## src/rtl/pc_gen.sv

```systemverilog
// Program-counter generator for instruction fetch: sequential advance,
// branch/jump redirects, stalls with one buffered redirect, and flushes.
module pc_gen #(
  parameter int                    ADDR_WIDTH   = 32,
  parameter logic [ADDR_WIDTH-1:0] RESET_VECTOR = '0,
  parameter int                    PC_INC       = 4
) (
  input  logic                  clk,
  input  logic                  rst,
  input  logic                  stall,
  input  logic                  branch_flag,
  input  logic [ADDR_WIDTH-1:0] branch_target,
  input  logic                  flush,
  input  logic [ADDR_WIDTH-1:0] flush_pc,
  output logic [ADDR_WIDTH-1:0] pc,
  output logic                  ce,
  output logic                  pend_valid,
  output logic                  pc_misaligned
);

  localparam logic [ADDR_WIDTH-1:0] INC = ADDR_WIDTH'(PC_INC);

  typedef enum logic {IDLE = 1'b0, RUN = 1'b1} state_t;

  state_t                  state, state_nxt;
  logic [ADDR_WIDTH-1:0]   pend_tgt, tgt_nxt, pc_nxt;
  logic                    pend_nxt;

  // State, pc, pending redirect and ROM enable registers.
  always_ff @(posedge clk or negedge rst) begin
    if (!rst) begin
      state      <= IDLE;
      pc         <= RESET_VECTOR;
      ce         <= 1'b0;
      pend_valid <= 1'b0;
      pend_tgt   <= '0;
    end else begin
      state      <= state_nxt;
      pc         <= pc_nxt;
      ce         <= (state_nxt == RUN);
      pend_valid <= pend_nxt;
      pend_tgt   <= tgt_nxt;
    end
  end

  // Next-state / next-pc selection; control inputs only matter in RUN.
  always_comb begin
    state_nxt = state;
    pc_nxt    = pc;
    pend_nxt  = pend_valid;
    tgt_nxt   = pend_tgt;
    case (state)
      IDLE: begin
        // First fetch is the reset vector itself, so pc is not advanced.
        state_nxt = RUN;
      end
      RUN: begin
        if (flush) begin
          pc_nxt   = flush_pc;
          pend_nxt = 1'b0;
        end else if (branch_flag && stall) begin
          // Newest stalled branch wins over any older buffered one.
          tgt_nxt  = branch_target;
          pend_nxt = 1'b1;
        end else if (branch_flag) begin
          pc_nxt   = branch_target;
          pend_nxt = 1'b0;
        end else if (pend_valid && !stall) begin
          pc_nxt   = pend_tgt;
          pend_nxt = 1'b0;
        end else if (!stall) begin
          pc_nxt   = pc + INC;  // wraps modulo 2^ADDR_WIDTH
        end
      end
      default: state_nxt = IDLE;
    endcase
  end

  // Targets are loaded unaligned; the exception unit watches this flag.
  assign pc_misaligned = (pc[1:0] != 2'b00);

endmodule

```

## config.mk

```make
export PLATFORM = sky130hd
export DESIGN_NAME = pc_gen
export DESIGN_NICKNAME = d
export VERILOG_FILES = /design/src/rtl/pc_gen.sv
export SDC_FILE = /design/constraint.sdc
export NUM_CORES = 1
export LEC_CHECK = 0
export ABC_AREA = 1
export BUFFER_PORTS_ARGS = -buffer_cell sky130_fd_sc_hd__buf_2
export CAP_MARGIN = 5
export CORE_MARGIN = 5
export CORE_UTILIZATION = 30
export DETAILED_ROUTE_END_ITERATION = 8
export HOLD_SLACK_MARGIN = 0.06
export PLACE_DENSITY = 0.5
export SLEW_MARGIN = 40
export SYNTH_ARGS = -nofsm -noshare
export SYNTH_HDL_FRONTEND = slang
export SYNTH_SLANG_ARGS = --single-unit
```

## constraint.sdc

```tcl
create_clock -name clk -period 1.4 [get_ports clk]
set_input_delay 0 -clock clk [delete_from_list [all_inputs] [get_ports clk]]
set_output_delay 0 -clock clk [all_outputs]
set_load 0.005 [all_outputs]
```

==> metrics.md <==
| Metric | Value |
|---|---|
| Drt via density | 4.561 |
| CP peak stage delay | 0.40 ns |
| Design area | 0.006681 mm² |
| Final setup margin | -0.1368 ns |
| Worst setup startpoint | pc[2] |
| RSZ-0062 raised after global routing | true |
| Final setup fails | 24 |
| Placed Cells incl. Taps | 994 |
| Timing endpoint of the critical path | pc[20] |
| Status | finished with violations |
| CTS tree | built |
| Final GP Congestion | 0.8413 |
| Worst-Margin Slew | slightly above 0.5 ns |
| Design Power | 0.006825 W |
| Cell Rows | 43 |
| Die span in x | 129.9 µm |
| Fmax | 650.7 MHz |
| Setup WS pre-CTS | -0.2139 ns |
| First-pass GRT wire length | 25.08 mm |
| DRC | 0 |
| Final hold violations | 0 |
| ANT cells | 0 |
| DP Area | between 0.005 and 0.006 mm² |
| Slew Limit Fails | 0 |
| Clock-pin slew on the worst setup and hold paths | roughly 0.06 ns |
| Unique masters post-synth | 33 |
| Syn avg cell area | 6.571 µm² |
| Worst setup path class | reg -> reg |
| Num ports | 104 |
| Latest clock arrival within the worst-skew pair | 0.34 ns |
| Leak Pwr | 3.474 nW |
| Post-Syn Instances | approximately 660 |
| Area delta synth->final | 55.01% |
| Hold depth | 5 |
| CP Cell Sequence | ha_4 -> nand2_4 -> nor2_4 -> nand2_4 -> nor2_4 -> nand3_1 -> nand3_1 -> nand2_1 -> nand2_1 -> o21ai_1 |
| HPWL after DPL | approximately 12 mm |
| Total grt overflow | 0 |
| First drt pass iteration count | 4 |
| Most frequent cells in the layout | nand2_1, buf_2, buf_4, inv_1, dfrtp_1 |
| Skew final | 0.008619 ns |
| Crit Path Max Fanout | 6 |
| Sink Count | 66 |
| Layout cells sized above 1 | between 30% and 40% |
| Post-Syn Area | 0.004310 mm² |
| Initial Utilization | 30.81% |
| Leading area contributor after synthesis | dfrtp_1 |
| Largest net degree at the start of global routing | 34 |
| Failing checks | setup timing |
| Drt initial violations | 273 |
| Storage cell area | 0.001658 mm² |
| Post-synthesis sequential area ratio | 38.32% |
| R2R depth | 10 |
| Peak supply drop | between 0.0005 and 0.0006 V |
| IO Port Bufs | 103 |
| All-layer global routing usage | approximately a fifth |
| DIE AREA | roughly 0.017 mm² |
| Hold Path Class | in -> reg |
| Tcrit/Tclk final | 109.8% |
| CTS root buffer | clkbuf_16 |
| CP Launch Type | flip-flop |
| Vias in the first global route | just under 5000 |
| Initial antenna violation count | 0 |
| Vias | 4880 |
| ANT nets after route | 0 |
| Req. time, crit path | around 1.6 ns |
| Share of the synthesized area in the top cell type | 38.32% |
| Syn_nets | 726 |
| FILL cells | 1444 |
| Multi-input logic area | 0.002389 mm² |
| Htree depth | 3 |
| Fin cells | 1070 |
| Clock tree buffer depth | 2 |
| Core Util, Final | approximately 48% |
| Reg2reg end | pc[20] |
| Crit path time final | 1.537 ns |
| Maximum capacitance violations | 0 |
| Flops & latches, synth | 66 |
| Synth top area cells | dfrtp_1, nand2_1, o21ai_0, inv_1, nand3_1 |
| Core area | 0.01399 mm² |
| R2r setup slk | -0.14 ns |
| Die height | 129.9 µm |
| DRT Wirelength | between 15 and 20 mm |
| Worst r2r src | pc[2] |
| Most common cell after layout, fill and taps aside | nand2_1 |
| CP arrival | 1.76 ns |
| Slew HR | 66.19% |
| Yosys warnings | 0 |
| Slowest-stage cell, CP | dfrtp_2 |
| Final nets | between 900 and 1000 |
| Worst Setup End Kind | flip-flop |
| Routed length per instance | 14.50 µm |
| TritonCTS buffer count | 9 |
| Power Density | 1021 mW/mm² |
[cell type report]
class                           count  share of cell area [%]
Sequential cell                    66                   24.81
Inverter                           82                   4.607
Clock inverter                      2                  0.5243
Multi-Input combinational cell    482                   35.75
Clock buffer                       13                   4.045
Tap cell                          180                   3.371
Timing Repair Buffer              245                   26.89
[power breakdown]
part | switching [W] | total (W) | internal, W
Sequential | 0.000247 | 0.00248 | 0.00223
Clock | 0.000861 | 0.00237 | 0.00151
Combinational | 0.000986 | 0.00197 | 0.000984
Total | 0.00209 | 0.00682 | 0.00473
[synthesized netlist by cell type]
| library cell | n |
|---|---|
| mux2_2 | 2 |
| nand3b_1 | 2 |
| nor2_2 | 4 |
| inv_1 | 78 |
| clkbuf_1 | 8 |
| xor2_1 | 4 |
| o2111ai_1 | 1 |
| o22ai_1 | 2 |
| dfrtp_1 | 66 |
| nand3_4 | 1 |
| nand2_1 | 241 |
| o211ai_1 | 1 |
| o21ai_0 | 65 |
| a22o_1 | 3 |
| nor2_1 | 50 |
| nand4_1 | 1 |
| o21bai_1 | 4 |
| o221ai_1 | 1 |
| mux2_4 | 1 |
| nor2_8 | 1 |
| nand2_4 | 2 |
| nand3_1 | 40 |
| o21ai_1 | 8 |
| inv_2 | 4 |
| buf_4 | 2 |
| nand2_2 | 3 |
| conb_1 | 1 |
| clkbuf_2 | 1 |
| and2_1 | 1 |
| buf_2 | 15 |
| ha_1 | 1 |
| nor2_4 | 7 |
| a21oi_1 | 35 |
[registers in the layout, indices dropped and copies added (netlist names)]
signal / count
pend_valid: 1
pc: 32
state: 1
pend_tgt: 32
[routing by layer]
layer	global-route usage [%]	up-vias	share of wire (%)
met1	26.11	2245	49
met4	5.929	0	1.6
met3	3.848	15	4.2
li1	-	2520	-
met5	0	-	0
met2	30.45	100	45
[kinds of logic (layout without fill, tap and decap cells)]
family,after synthesis,in the layout,synth area share [%]
simple gates,353,353,34.86
compound gates,120,120,14.72
buf+inv,108,342,10.04
flops,66,66,38.32
xor+xnor,4,4,0.8127
mux,3,3,0.8707
fa+ha+maj,1,1,0.2902
other cells,1,1,0.08700
[worst max-delay path, delay by kind of cell (launching register included)]
family / cells / cell delay [ns]
AOI/OAI and AO/OA: 1 / 0.05
adders and majority gates: 1 / 0.17
DFF: 1 / 0.40
and+or+nand+nor: 8 / 0.78
[how the worst min path moves through the flow]
stage / startpoint / to / slack [ns]
after floorplan: rst / pc[0] / -0.30
after detailed placement: rst / pend_tgt[9] / 0.0008
after CTS: flush_pc[28] / pc[28] / 0.06
after global placement: rst / pend_tgt[9] / -0.004
final: flush_pc[18] / pc[18] / 0.06
after global routing: stall / pend_tgt[18] / 0.07
[repair_timing]
action,CTS,global route
setup buffers,12,4
gates resized for setup,29,25
pin swaps,12,11
endpoints found under the setup margin,24,29
hold buffers,45,0
hold endpoints to repair,125,0
[stage by stage]
step                      setup TNS, ns  hold WS, ns
final                            -1.696      0.05728
after floorplan                 -0.1981      -0.2956
after global placement           -2.062    -0.004330
after global routing             -4.581      0.07454
after CTS                        -2.082      0.06056
after detailed placement         -2.457    0.0007900
No activity file was read; power rests on OpenSTA's default activity.
